<file path="src/rtl/ack_bus_pkg.sv">
// Shared definitions for the open-drain ACK bus: source IDs, requester state encoding
// and the bus recovery length.
package ack_bus_pkg;

    localparam int ACK_ID_W = 2;

    // Lowest ID wins arbitration on the wired-AND bus.
    localparam logic [ACK_ID_W-1:0] ACK_ID_MEM  = 2'b00;
    localparam logic [ACK_ID_W-1:0] ACK_ID_SHA  = 2'b01;
    localparam logic [ACK_ID_W-1:0] ACK_ID_AES  = 2'b10;
    localparam logic [ACK_ID_W-1:0] ACK_ID_CTRL = 2'b11;

    localparam logic [1:0] ST_IDLE = 2'd0;
    localparam logic [1:0] ST_REQ  = 2'd1;
    localparam logic [1:0] ST_GAP  = 2'd2;

    localparam int ACK_GAP_CYCLES = 1;

    typedef enum logic [1:0] {
        S_IDLE = ST_IDLE,
        S_REQ  = ST_REQ,
        S_GAP  = ST_GAP
    } state_t;

    // A zero ID bit is driven by pulling that line low.
    function automatic logic [ACK_ID_W-1:0] id_pull_mask(input logic [ACK_ID_W-1:0] id);
        return ~id;
    endfunction

endpackage

</file>
<file path="src/rtl/ack_bus_requester_if.sv">
// Pull-down enables and arbiter handshake of one source on the shared ACK bus.
interface ack_bus_requester_if;
    import ack_bus_pkg::*;

    logic                ack_valid_n_oe;
    logic [ACK_ID_W-1:0] ack_id_oe;
    logic                req_out;
    logic                ack_ready_in;

    modport master (
        output ack_valid_n_oe,
        output ack_id_oe,
        output req_out,
        input  ack_ready_in
    );

    modport slave (
        input  ack_valid_n_oe,
        input  ack_id_oe,
        input  req_out,
        output ack_ready_in
    );

endinterface

</file>
<file path="src/rtl/ack_wait_timer.sv">
// Counts cycles spent waiting for a grant; expired is high once the count reaches TIMEOUT.
module ack_wait_timer #(
    parameter int TO_W    = 8,
    parameter int TIMEOUT = 255
) (
    input  logic clk,
    input  logic rst,
    input  logic clr,
    input  logic en,
    output logic expired
);

    logic [TO_W-1:0] count_reg;

    assign expired = (count_reg == TO_W'(TIMEOUT));

    always_ff @(posedge clk or posedge rst) begin
        if (rst) begin
            count_reg <= '0;
        end else if (clr) begin
            count_reg <= '0;
        end else if (en && !expired) begin
            count_reg <= count_reg + TO_W'(1);
        end
    end

endmodule

</file>
<file path="src/rtl/ack_bus_requester.sv">
// Per-source ACK bus initiator: queues completion pulses, drives its ID until granted
// (or timed out), then releases the bus for a recovery gap.
module ack_bus_requester
    import ack_bus_pkg::*;
#(
    parameter logic [ACK_ID_W-1:0] SOURCE_ID = ACK_ID_AES,
    parameter int                  PEND_W    = 2,
    parameter int                  TIMEOUT   = 255,
    parameter int                  TO_W      = 8
) (
    input  logic                clk,
    input  logic                rst,
    input  logic                ack_pulse,
    input  logic                err_clr,
    ack_bus_requester_if.master bus,
    output logic                ack_done,
    output logic [PEND_W-1:0]   pending,
    output logic                busy,
    output logic                err_overflow,
    output logic                err_timeout
);

    localparam int                  GAP_W   = $clog2(ACK_GAP_CYCLES + 1);
    localparam logic [ACK_ID_W-1:0] ID_MASK = id_pull_mask(SOURCE_ID);

    state_t              state_reg, state_next;
    logic [PEND_W-1:0]   pending_reg, pending_next;
    logic [GAP_W-1:0]    gap_cnt_reg, gap_cnt_next;
    logic                ack_done_reg, drive_reg, busy_reg;
    logic                err_overflow_reg, err_timeout_reg;
    logic [ACK_ID_W-1:0] id_oe_reg;
    logic                grant, abandon, overflow, gap_last, expired;

    ack_wait_timer #(
        .TO_W    (TO_W),
        .TIMEOUT (TIMEOUT)
    ) u_wait_timer (
        .clk     (clk),
        .rst     (rst),
        .clr     (state_reg != S_REQ),
        .en      (state_reg == S_REQ),
        .expired (expired)
    );

    assign gap_last = (gap_cnt_reg == GAP_W'(ACK_GAP_CYCLES - 1));

    // Ready is honoured only in REQ, and wins over a same-cycle timeout.
    always_comb begin
        state_next   = state_reg;
        gap_cnt_next = '0;
        grant        = 1'b0;
        abandon      = 1'b0;
        case (state_reg)
            S_IDLE: begin
                if (pending_reg != '0) state_next = S_REQ;
            end
            S_REQ: begin
                if (bus.ack_ready_in) begin
                    grant      = 1'b1;
                    state_next = S_GAP;
                end else if (expired) begin
                    abandon    = 1'b1;
                    state_next = S_GAP;
                end
            end
            S_GAP: begin
                if (gap_last) begin
                    state_next = (pending_reg != '0) ? S_REQ : S_IDLE;
                end else begin
                    gap_cnt_next = gap_cnt_reg + GAP_W'(1);
                end
            end
            default: state_next = S_IDLE;
        endcase
    end

    always_comb begin
        pending_next = pending_reg;
        overflow     = 1'b0;
        if (ack_pulse && !(grant || abandon)) begin
            if (pending_reg == '1) overflow = 1'b1;
            else                   pending_next = pending_reg + PEND_W'(1);
        end else if (!ack_pulse && (grant || abandon)) begin
            pending_next = pending_reg - PEND_W'(1);
        end
    end

    always_ff @(posedge clk or posedge rst) begin
        if (rst) begin
            state_reg        <= S_IDLE;
            pending_reg      <= '0;
            gap_cnt_reg      <= '0;
            ack_done_reg     <= 1'b0;
            drive_reg        <= 1'b0;
            id_oe_reg        <= '0;
            busy_reg         <= 1'b0;
            err_overflow_reg <= 1'b0;
            err_timeout_reg  <= 1'b0;
        end else begin
            state_reg        <= state_next;
            pending_reg      <= pending_next;
            gap_cnt_reg      <= gap_cnt_next;
            ack_done_reg     <= grant;
            drive_reg        <= (state_next == S_REQ);
            id_oe_reg        <= (state_next == S_REQ) ? ID_MASK : '0;
            busy_reg         <= (state_next != S_IDLE);
            // A new error in the same cycle as err_clr keeps the flag set.
            err_overflow_reg <= (err_overflow_reg && !err_clr) || overflow;
            err_timeout_reg  <= (err_timeout_reg && !err_clr) || abandon;
        end
    end

    assign bus.ack_valid_n_oe = drive_reg;
    assign bus.ack_id_oe      = id_oe_reg;
    assign bus.req_out        = drive_reg;
    assign ack_done           = ack_done_reg;
    assign pending            = pending_reg;
    assign busy               = busy_reg;
    assign err_overflow       = err_overflow_reg;
    assign err_timeout        = err_timeout_reg;

endmodule

</file>
<file path="src/flat_wrapper.sv">
// flat-port wrapper written by rule: the top's interface ports become plain ports
module ack_bus_requester_flat import ack_bus_pkg::*;
#(
    parameter logic [ACK_ID_W-1:0] SOURCE_ID = ACK_ID_AES,
    parameter int                  PEND_W    = 2,
    parameter int                  TIMEOUT   = 255,
    parameter int                  TO_W      = 8
)
  (clk, rst, ack_pulse, err_clr, ack_done, pending, busy, err_overflow, err_timeout, bus_ack_valid_n_oe, bus_ack_id_oe, bus_req_out, bus_ack_ready_in);
  ack_bus_requester_if bus_i ();
  input  logic clk;
  input  logic rst;
  input  logic ack_pulse;
  input  logic err_clr;
  output logic ack_done;
  output logic [PEND_W-1:0] pending;
  output logic busy;
  output logic err_overflow;
  output logic err_timeout;
  output wire logic [$bits(bus_i.ack_valid_n_oe)-1:0] bus_ack_valid_n_oe;
  output wire logic [$bits(bus_i.ack_id_oe)-1:0] bus_ack_id_oe;
  output wire logic [$bits(bus_i.req_out)-1:0] bus_req_out;
  input wire logic [$bits(bus_i.ack_ready_in)-1:0] bus_ack_ready_in;
  assign bus_ack_valid_n_oe = bus_i.ack_valid_n_oe;
  assign bus_ack_id_oe = bus_i.ack_id_oe;
  assign bus_req_out = bus_i.req_out;
  assign bus_i.ack_ready_in = bus_ack_ready_in;
  ack_bus_requester #(.SOURCE_ID(SOURCE_ID), .PEND_W(PEND_W), .TIMEOUT(TIMEOUT), .TO_W(TO_W)) u_core (.clk(clk), .rst(rst), .ack_pulse(ack_pulse), .err_clr(err_clr), .bus(bus_i), .ack_done(ack_done), .pending(pending), .busy(busy), .err_overflow(err_overflow), .err_timeout(err_timeout));
endmodule
</file>
<file path="config.mk">
export PLATFORM = sky130hd
export DESIGN_NAME = ack_bus_requester_flat
export DESIGN_NICKNAME = d
export VERILOG_FILES = /design/src/rtl/ack_bus_pkg.sv /design/src/rtl/ack_bus_requester_if.sv /design/src/rtl/ack_wait_timer.sv /design/src/rtl/ack_bus_requester.sv /design/src/flat_wrapper.sv
export SDC_FILE = /design/constraint.sdc
export NUM_CORES = 1
export LEC_CHECK = 0
export BUFFER_PORTS_ARGS = -buffer_cell sky130_fd_sc_hd__clkbuf_2
export CORE_MARGIN = 2
export CORE_UTILIZATION = 47
export CTS_CLUSTER_SIZE = 12
export DETAILED_ROUTE_END_ITERATION = 10
export HOLD_SLACK_MARGIN = 0.12
export PLACE_DENSITY = 0.72
export RECOVER_POWER = 50
export SETUP_SLACK_MARGIN = 0.1
export SYNTH_ARGS = -nofsm -noshare
export SYNTH_HDL_FRONTEND = slang
export SYNTH_SLANG_ARGS = --single-unit
export TNS_END_PERCENT = 5
</file>
<file path="constraint.sdc">
create_clock -name clk -period 1.25 [get_ports clk]
set_input_delay 0.125 -clock clk [delete_from_list [all_inputs] [get_ports clk]]
set_output_delay 0.125 -clock clk [all_outputs]
set_load 0.03 [all_outputs]
</file>
; ---- Yosys cells after proc, flatten, opt, wreduce, memory -nomap -nowiden
; Cells that the tools add are included.
; W data, S select, Z words.
[totals]
romBits = 0
latchBits = 0
ramBits = 0
output_inout_bits = 10
memories = 0
reg_bits = 20
input_bits = 5
word_cells = 60
[op_classes]
mux = 21
shift = 0
add_sub_neg = 4
bitwise = 0
eq_ne = 7
mul = 0
n_reduce_logical = 18
magnitude_cmp = 0
n_div = 0
[op_table]
columns = operator, count
row1 = $mux W8, 2
row2 = $mux W2, 7
row3 = $mux W1, 11
row4 = $add A8 B1 Y8 const B, 1
row5 = $eq A8 B8 Y1 const B, 1
row6 = $reduce_bool A2 Y1, 4
row7 = $pmux W2 S3, 1
row8 = $logic_and A1 B1 Y1, 5
row9 = $eq A2 B1 Y1 const B, 2
row10 = $eq A2 B2 Y1 const B, 2
row11 = $logic_not A1 Y1, 4
row12 = $logic_or A1 B1 Y1, 3
row13 = $add A2 B1 Y2 const B, 1
row14 = $logic_not A2 Y1, 1
row15 = $ne A2 B1 Y1 const B, 1
row16 = $ne A2 B2 Y1 const B, 1
row17 = $reduce_and A2 Y1, 1
row18 = $sub A2 B1 Y2 const B, 1
row19 = $add A1 B1 Y1 const B, 1

; ---- Logic depth before layout (Yosys ltp)
; Gate-level depths: netlist of the first run.
[logic_depth]
depth_word = 9
depth_mapped = 6
mapped_depth_nobuf = 5

; ---- Hierarchy
; From an unflattened synthesis of the first run, not the netlist that was laid out.
[unflattened]
hier_cells = 90
hier_area_um2 = 910.9
[by_module_without_submodules]
columns = module, cells_each, area_each_um2, instances, seq_area_each_um2
row1 = ack_wait_timer, 48, 491.7, 1, 200.2
row2 = ack_bus_requester, 42, 419.2, 1, 225.2

; ---- Worst setup path after synthesis of the first run
; No wires, ideal clock.
[synth_path]
path_type = reg2reg
startpoint = register u_core.u_wait_timer.count_reg[0]
endpoint = register u_core.u_wait_timer.count_reg[7]
t_arrival_ns = 1.213
setup_ns = 0.140
t_required_ns = 1.110
n_path_buf = 0
period_less_slack_ns = 1.353
stages_incl_launch_ff = 6
path_slack_ns = -0.103
path_cell_list = dfrtp_1 ha_1 nand3_1 nor2_1 o311ai_0 o41ai_1
[synth_via]
elab_chain_cells = 4
word_cells_on_any_way = 7
classes_between = add/sub: 1 / eq/ne: 1 / mux: 2 / reduce/logical: 3
[synth_lines]
columns = item, line
row1 = from (decl), ack_wait_timer.sv:13  ; logic [TO_W-1:0] count_reg;
row2 = from (signal assigned), ack_wait_timer.sv:23  ; count_reg <= count_reg + TO_W'(1);
row3 = branches (longest 4 deep; another with $add A8 B1 Y8), --
; Parallel ways; which one is timed is not known. The select of a mux whose other input is x is not followed.
; A chain may end at the register's enable or synchronous reset.

; ---- Final worst setup path of the first run
[layout_path]
startpoint = register u_core.u_wait_timer.count_reg[1]
endpoint = register u_core.u_wait_timer.count_reg[1]
; Same word-level chain as after synthesis.

==> results of run 1 <==
power breakdown:
group	internal [uW]	switching (uW)
registers	677	124
logic	300	460
clock network	119	181
total	1100	765
cell type report:
type	count	area, um2
Clock buffer	3	22.5
Clock inverter	1	5.00
Fill cell	137	584
Inverter	3	11.3
Multi-Input combinational cell	50	413
Sequential cell	17	428
Tap cell	17	21.3
Timing Repair Buffer	28	185
worst reg2reg max path, stage by stage (launching register included):
cell,delay [ps]
dfrtp_1,400
ha_4,170
nand3_4,90
or2_4,310
mux2i_1,150
nor2_1,50
layer usage:
layer  track usage [%]  part of all wire (%)
met3              3.97                   5.0
met5                 0                     0
met4              10.6                  0.74
met2              26.2                    49
met1              22.4                    45
worst paths after layout:
path | from | to | slack, ps | cells past startpoint
worst max-delay path | u_core.u_wait_timer.count_reg[1] | u_core.u_wait_timer.count_reg[1] | -30 | 5
worst min-delay path | ack_pulse | u_core.err_overflow | 160 | 3
max in group asynchronous | rst | u_core.pending[0] | 530 | 4
worst min register to register | u_core.state_reg[1] | u_core.busy | 480 | 1
worst max register to register | u_core.u_wait_timer.count_reg[1] | u_core.u_wait_timer.count_reg[1] | -30 | 5
min in group asynchronous | rst | u_core.u_wait_timer.count_reg[7] | 410 | 4
cells in the mapped netlist, drive strengths merged, types with 2 or more instances:
master   n
dfrtp   17
o21ai    6
nor2     5
a31oi    4
buf      4
inv      3
nand3    3
o32ai    3
a21oi    2
and3     2
clkbuf   2
mux2i    2
nand2    2
nor3     2
xor2     2
metrics by stage:
step	TNS [ps]	instances	setup WS, ps	instance area (um2)	power (uW)
after CTS	-35.1	119	-16.7	1050	1840
after global placement	-57.7	112	-29.8	955	1480
after detailed placement	-252	112	-71.4	955	1500
after global routing	-570	119	-103	1090	1960
final	-49.9	119	-29.9	1090	1860
after floorplan	-85.7	76	-31.2	820	1290
cells by family after synthesis:
family	after synthesis	synth area share (%)
other cells	1	0.462
xor+xnor	3	3.24
flops	17	52.4
mux	2	2.47
fa+ha+maj	1	1.54
compound gates	21	18.2
buf+inv	9	6.47
simple gates	22	15.3
what timing repair did:
| item | in CTS | in global routing |
|---|---|---|
| pin swaps | 1 | 3 |
| resized for setup | 7 | 12 |
| buffers inserted | 0 | 0 |
| hold buffers | 3 | 0 |
| endpoints found under the setup margin | 14 | 16 |
| hold endpoints to repair | 20 | 0 |
==> results.json, run 1 <==
{
  "drv_cap": 0,
  "grt_pass1_vias": 578,
  "crit_type": "flip-flop to flip-flop",
  "rsz0062_at_grt": "yes",
  "ys_async_sr_fraction_pct": 100,
  "cts_tree": "yes",
  "h-tree-depth": 1,
  "clock_sinks": 17,
  "dr_total_vias": 671,
  "ys.flop_type": "dfrtp_1",
  "grt_overflow": 0,
  "io_buffers": 13,
  "ant_nets": 0,
  "die_w_um": 45.6,
  "place.gp.congestion": 0.714,
  "worst-path-max-fanout": 5,
  "arrival_ps": 1460,
  "clock_latency_ps": 300,
  "final_common_cell": "dfrtp_1",
  "path_clk_slew_ps": 110,
  "fmax_mhz": 781,
  "cts-root-buf": "clkbuf_4",
  "avgSynthCellArea_um2": 10.7,
  "start_util_pct": 48.6,
  "ys_seq_elements": 17,
  "fin_crit_sh_pct": 102,
  "grt.total_usage_pct": 17.4,
  "final_core_util_pct": 65.0,
  "yosysTopAreaCell": "dfrtp_1",
  "drtIter0Drc": 10,
  "synth_edf_count": 0,
  "holdWs_ps": 157,
  "first_pass_iters": 4,
  "avgRoutedWirePerCell_um": 13.6,
  "post-route-drc-count": 0,
  "fp.coreArea_mm2": 0.00167,
  "crit_family": "simple AND/OR/NAND/NOR gates",
  "place_hpwl_um": 1090,
  "grt_pass1_wl_um": 2490,
  "slowest_delay_ps": 400,
  "fp.dieH_um": 45.6,
  "hold_path_class": "input port to flip-flop",
  "cts.path.max_buffers": 2,
  "rows": 15,
  "crit_chain": "ha_4 > nand3_4 > or2_4 > mux2i_1 > nor2_1",
  "finalHoldViolations": 0,
  "endpoint_kind": "flip-flop",
  "syn-instance-count": 76,
  "grt_max_degree": 18,
  "synth_top_cell_area_share_pct": 52.4,
  "syn_to_final_growth_pct": 33.7,
  "cp-start-kind": "flip-flop",
  "setup_viol": 2,
  "syn_area_um2": 812,
  "die_area_mm2": 0.00208,
  "yosysSeqAreaShare_pct": 52.4,
  "yosysWarnings": 0,
  "drive_above_1_share_pct": 43.1,
  "required_ps": 1430,
  "powerDensity_mw_per_mm2": 1710,
  "avgViaCountPerCell": 5.64,
  "crit_path_top_delay_cell": "dfrtp_1",
  "n_antenna_cell": 0,
  "outcome": "finished, violations left",
  "fin_crit_ps": 1280,
  "antenna_found_initial": 0,
  "pin_count": 15,
  "cts_buffers": 3,
  "violations": "setup timing",
  "path_buf_inv": 0,
  "yosys-top-cells-area": "dfrtp_1 52%, o21ai_0 3.7%, a31oi_1 3.1%, buf_4 2.8%, mux2i_1 2.5%",
  "synth.distinct_cells": 34,
  "setup_ws_ps": -29.9,
  "ir_drop_v": 0.00103,
  "finalMaxSlewViolations": 0,
  "synth_nets": 82,
  "p_leak_uw": 0.000478,
  "largest_register_ffs": 8,
  "wirelength_um": 1620,
  "fin_worst_skew_ps": 15.4,
  "final_cell_mix": "15 x dfrtp_1, 13 x clkbuf_2, 12 x buf_4",
  "num-nets-final": 109
}
Power figures use the tool's default switching activity.
==> inputs of run 2 (changes only) <==
- BUFFER_PORTS_ARGS: -buffer_cell sky130_fd_sc_hd__clkbuf_2 -> -buffer_cell sky130_fd_sc_hd__buf_2
==> run 2 against run 1 <==
  * The flow still finishes with violations (setup timing)
  * Global-route usage fell by 0.11 points
  * Sequential share of layout area is 1.8 points lower
  * Hold slack got worse by 25 ps
  * Die area unchanged
  * First-iteration DRC count is 120% higher
  * Maximum frequency down 1.8%
  * Wire length grew 3.9%
  * Critical path depth unchanged
  * Combinational power rose by 5.9%
  * Setup slack worse by 24 ps
  * Critical path type unchanged
  * Largest cell class is now multi-input gates
==> results.json, run 2 (synthesized netlist as in run 1, its figures left out) <==
{
  "outcome": "finished, violations left",
  "violations": "setup timing",
  "ir_drop_v": 0.00105,
  "h-tree-depth": 1,
  "place_hpwl_um": 1070,
  "finalMaxSlewViolations": 0,
  "powerDensity_mw_per_mm2": 1680,
  "n_antenna_cell": 0,
  "clock_latency_ps": 310,
  "wl_met3_um": 87,
  "dp_slack_ps": -55.8,
  "grt_overflow": 0,
  "fin_crit_sh_pct": 104,
  "first_pass_iters": 4,
  "ant_nets": 0,
  "grt_pass1_vias": 558,
  "cts.path.max_buffers": 2,
  "post-route-drc-count": 0,
  "clock_sinks": 17,
  "crit_family": "flip-flops",
  "largest_register_ffs": 8,
  "setup_viol": 5,
  "cts_tree": "yes",
  "worst-path-max-fanout": 4,
  "fmax_mhz": 767,
  "rsz0062_at_grt": "yes",
  "syn_to_final_growth_pct": 39.9,
  "grt.total_usage_pct": 17.3,
  "avgViaCountPerCell": 5.65,
  "cp-start-kind": "flip-flop",
  "crit_path_top_delay_cell": "dfrtp_1",
  "place.gp.congestion": 0.729,
  "required_ps": 1430,
  "endpoint_kind": "flip-flop",
  "wl_met1_um": 752,
  "rows": 15,
  "finalHoldViolations": 0,
  "drv_cap": 0,
  "fp.dieH_um": 45.6,
  "p_leak_uw": 0.000509,
  "antenna_found_initial": 0,
  "grt_max_degree": 18,
  "die_area_mm2": 0.00208,
  "final_core_util_pct": 68.0,
  "dr_total_vias": 684,
  "slowest_delay_ps": 410,
  "setup_tns_ps": -95.6,
  "final_common_cell": "dfrtp_1",
  "crit_type": "flip-flop to flip-flop",
  "avgRoutedWirePerCell_um": 14.0,
  "drtIter0Drc": 22,
  "cts-root-buf": "clkbuf_4",
  "arrival_ps": 1480,
  "fp.coreArea_mm2": 0.00167,
  "final_cell_mix": "16 x dfrtp_1, 12 x buf_2, 10 x buf_4",
  "crit_chain": "buf_6 > and3_4 > nand2_4 > o311ai_4 > o41ai_2",
  "num-nets-final": 111,
  "power.total_uw": 1910,
  "grt_pass1_wl_um": 2460,
  "cts_buffers": 3,
  "dr.max_layer_used": "met4",
  "path_buf_inv": 1,
  "wl_met2_um": 824,
  "pin_count": 15,
  "fin_crit_ps": 1300,
  "wirelength_um": 1690,
  "io_buffers": 13,
  "fin_worst_skew_ps": 13.8,
  "path_clk_slew_ps": 100,
  "n_fill_cell": 129,
  "setup_ws_ps": -53.7,
  "drive_above_1_share_pct": 44.2,
  "start_util_pct": 48.6,
  "hold_path_class": "input port to flip-flop",
  "holdWs_ps": 132,
  "die_w_um": 45.6
}
## run 2: cell types whose count changed in the layout (fill, tap and decap cells not counted), moves of 2 or more
cell | before | now
buf_2 | 0 | 12
buf_4 | 12 | 10
buf_6 | 0 | 4
clkbuf_2 | 13 | 1
## run 2: layout make-up
cell class	count	area (um2)	share of cell area [%]
clock inverters	1	5.00	0.441
clock buffers	3	22.5	1.98
inverters	3	11.3	0.991
well taps	17	21.3	1.87
repair buffers	30	215	18.9
multi-input cells	50	434	38.2
flip-flops and latches	17	427	37.6
## run 2: stage by stage
stage	instances	instance area [um2]
floorplan	76	820
global placement	112	955
detailed placement	112	955
CTS	120	1060
global route	121	1140
finish	121	1140
## run 2: what timing repair did
action	in CTS	in global routing
hold buffers	3	0
gates resized for setup	9	16
endpoints found under the hold margin	21	0
buffers inserted	1	1
endpoints found under the setup margin	14	16
pin swaps	3	6
## run 2: final timing paths
check / from / endpoint / slack [ps] / cells past startpoint
max in group asynchronous: rst / u_core.pending[0] / 520 / 4
hold reg to reg: u_core.state_reg[1] / u_core.busy / 490 / 1
min in group asynchronous: rst / u_core.u_wait_timer.count_reg[4] / 420 / 4
setup / recovery: u_core.u_wait_timer.count_reg[0] / u_core.u_wait_timer.count_reg[7] / -50 / 5
setup reg to reg: u_core.u_wait_timer.count_reg[0] / u_core.u_wait_timer.count_reg[7] / -50 / 5
hold / removal: ack_pulse / u_core.err_overflow / 130 / 3
## run 2: tightest hold or removal path, cell delays in order
cell and delay [ps]:
buf_2 140, nand3_1 80, o22ai_1 60
## run 2: where the power goes
group | internal, uW | leakage [uW] | switching (uW)
sequential | 674 | 0.000212 | 128
clock | 120 | 0.0000177 | 182
combinational | 331 | 0.000279 | 474
## run 2: metal layers
metal  vias to the layer above  global-route usage, %
li1                        335                      -
met5                         -                      0
met2                        15                   25.1
met1                       331                   22.4
met3                         3                   7.54
met4                         0                   7.06
==> inputs of run 3 (changes only) <==
--- a/config.mk
+++ b/config.mk
@@ -8,4 +8,6 @@
 export BUFFER_PORTS_ARGS = -buffer_cell sky130_fd_sc_hd__buf_2
+export CELL_PAD_IN_SITES_DETAIL_PLACEMENT = 1
+export CELL_PAD_IN_SITES_GLOBAL_PLACEMENT = 2
 export CORE_MARGIN = 2
-export CORE_UTILIZATION = 47
+export CORE_UTILIZATION = 30
 export CTS_CLUSTER_SIZE = 12
@@ -13,3 +15,3 @@
 export HOLD_SLACK_MARGIN = 0.12
-export PLACE_DENSITY = 0.72
+export PLACE_DENSITY_LB_ADDON = 0.1
 export RECOVER_POWER = 50
==> constraint.sdc (replaced) <==
create_clock -name clk -period 1.25 [get_ports clk]
set_input_delay 0 -clock clk [delete_from_list [all_inputs] [get_ports clk]]
set_output_delay 0 -clock clk [all_outputs]
set_load 0.03 [all_outputs]
==> run 3 against run 2 <==
  * Hold slack better by 180 ps
  * Sequential power down 2%
  * The run still ends with setup timing left
  * Utilization fell by 23 points
  * Wire length up 7.3%
  * Critical endpoint is now u_core.u_wait_timer.count_reg[1]
  * First-iteration DRC count shrank 82%
  * Flip-flop and latch count unchanged
  * Critical path type unchanged
  * Clock power increased by 2%
  * Critical path depth stayed put
==> results.json, run 3 (synthesized netlist as in run 1, its figures left out) <==
{
  "outcome": "finished, violations left",
  "violations": "setup timing",
  "drive_above_1_share_pct": 44.3,
  "hold_path_class": "input port to asynchronous set/reset pin",
  "worst-path-max-fanout": 5,
  "fin_crit_ps": 1250,
  "grt_pass1_vias": 670,
  "grt.total_usage_pct": 12.4,
  "crit_chain": "ha_4 > nand3_4 > or2_4 > mux2i_1 > nor2_1",
  "grt_pass1_wl_um": 3060,
  "ff2ff_path_depth": 5,
  "io_buffers": 13,
  "crit_path_top_delay_cell": "dfrtp_1",
  "ir_drop_v": 0.00109,
  "cts_tree": "yes",
  "cts-root-buf": "clkbuf_4",
  "cts_setup_buffers": 0,
  "pin_count": 15,
  "holdWs_ps": 312,
  "num-nets-final": 113,
  "finalMaxSlewViolations": 0,
  "grt_overflow": 0,
  "p_leak_uw": 0.000505,
  "clock_latency_ps": 300,
  "place.gp.congestion": 0.693,
  "die_w_um": 56.0,
  "start_util_pct": 32.2,
  "required_ps": 1440,
  "drv_cap": 0,
  "first_pass_iters": 2,
  "avgViaCountPerCell": 4.93,
  "arrival_ps": 1450,
  "fp.dieH_um": 56.0,
  "wirelength_um": 1810,
  "grt_max_degree": 18,
  "slowest_delay_ps": 400,
  "clock_sinks": 17,
  "cts_buffers": 3,
  "setup_ws_ps": -3.43,
  "dr_total_vias": 670,
  "fp.coreArea_mm2": 0.00252,
  "cts.path.max_buffers": 2,
  "avgRoutedWirePerCell_um": 13.3,
  "drtIter0Drc": 4,
  "largest_register_ffs": 8,
  "crit_type": "flip-flop to flip-flop",
  "fin_crit_sh_pct": 100,
  "rsz0062_at_grt": "yes",
  "setup_viol": 2,
  "die_area_mm2": 0.00314,
  "ant_nets": 0,
  "powerDensity_mw_per_mm2": 1710,
  "final_cell_mix": "17 x dfrtp_1, 14 x buf_4, 13 x buf_2",
  "place_hpwl_um": 1310,
  "final_core_util_pct": 45.1,
  "finalHoldViolations": 0,
  "rows": 18,
  "endpoint_kind": "flip-flop",
  "antenna_found_initial": 0,
  "path_clk_slew_ps": 110,
  "n_antenna_cell": 0,
  "fin_worst_skew_ps": 3.20,
  "post-route-drc-count": 0,
  "cp-start-kind": "flip-flop",
  "fmax_mhz": 798,
  "syn_to_final_growth_pct": 40.1,
  "final_common_cell": "dfrtp_1",
  "h-tree-depth": 1
}
## run 3: critical path: cells and delay by family, from the launching register on
family / cells / cell delay [ps]
AND/OR/NAND/NOR: 3 / 420
flip-flops: 1 / 400
adder cells (fa/ha/maj): 1 / 170
multiplexers: 1 / 150
## run 3: final timing paths
kind	startpoint	to	slack [ps]
setup / recovery	u_core.u_wait_timer.count_reg[1]	u_core.u_wait_timer.count_reg[1]	-3
hold / removal	rst	u_core.ack_done	310
setup reg to reg	u_core.u_wait_timer.count_reg[1]	u_core.u_wait_timer.count_reg[1]	-3
hold reg to reg	u_core.err_timeout	u_core.err_timeout	530
max in group asynchronous	rst	u_core.u_wait_timer.count_reg[2]	630
min in group clk	err_clr	u_core.err_overflow	440
## run 3: cell type report
cell class / instances / area, um2
fill: 286 / 1390
sequential: 17 / 425
multi-input combinational: 50 / 420
timing repair buffer: 32 / 215
tap: 30 / 37.5
clock buffer: 3 / 22.5
inverter: 3 / 11.3
clock inverter: 1 / 5.00
## run 3: power by group
group | switching (uW) | total, uW | internal [uW]
clock network | 190 | 309 | 119
logic | 490 | 850 | 360
registers | 117 | 788 | 671
total | 798 | 1950 | 1150
## run 3: routing by layer
| metal | vias up | GRT usage [%] | share of wire, % |
|---|---|---|---|
| met5 | - | 0 | 0 |
| met4 | 0 | 7.14 | 2.4 |
| met3 | 5 | 2.09 | 4.0 |
| met2 | 14 | 18.0 | 44 |
| met1 | 315 | 17.3 | 49 |
| li1 | 336 | - | - |
## run 3: per-stage QoR
| stage | TNS (ps) | total power (uW) | cells | worst slack [ps] | instance area, um2 |
|---|---|---|---|---|---|
| 4_1_cts | -46.7 | 1960 | 136 | -19.4 | 1130 |
| 3_5_place_dp | -280 | 1550 | 128 | -63.9 | 993 |
| 2_1_floorplan | -85.7 | 1290 | 76 | -31.2 | 820 |
| 5_1_grt | -407 | 2080 | 136 | -94.9 | 1140 |
| 6_report | -4.91 | 1950 | 136 | -3.43 | 1140 |
| 3_3_place_gp | -133 | 1540 | 128 | -49.6 | 993 |
## run 3: what timing repair did
item,4_1_cts,5_1_grt
pin swaps,4,3
hold buffers,4,0
gates cloned,0,0
endpoints found under the setup margin,14,14
hold endpoints to repair,25,0
resized for setup,14,3
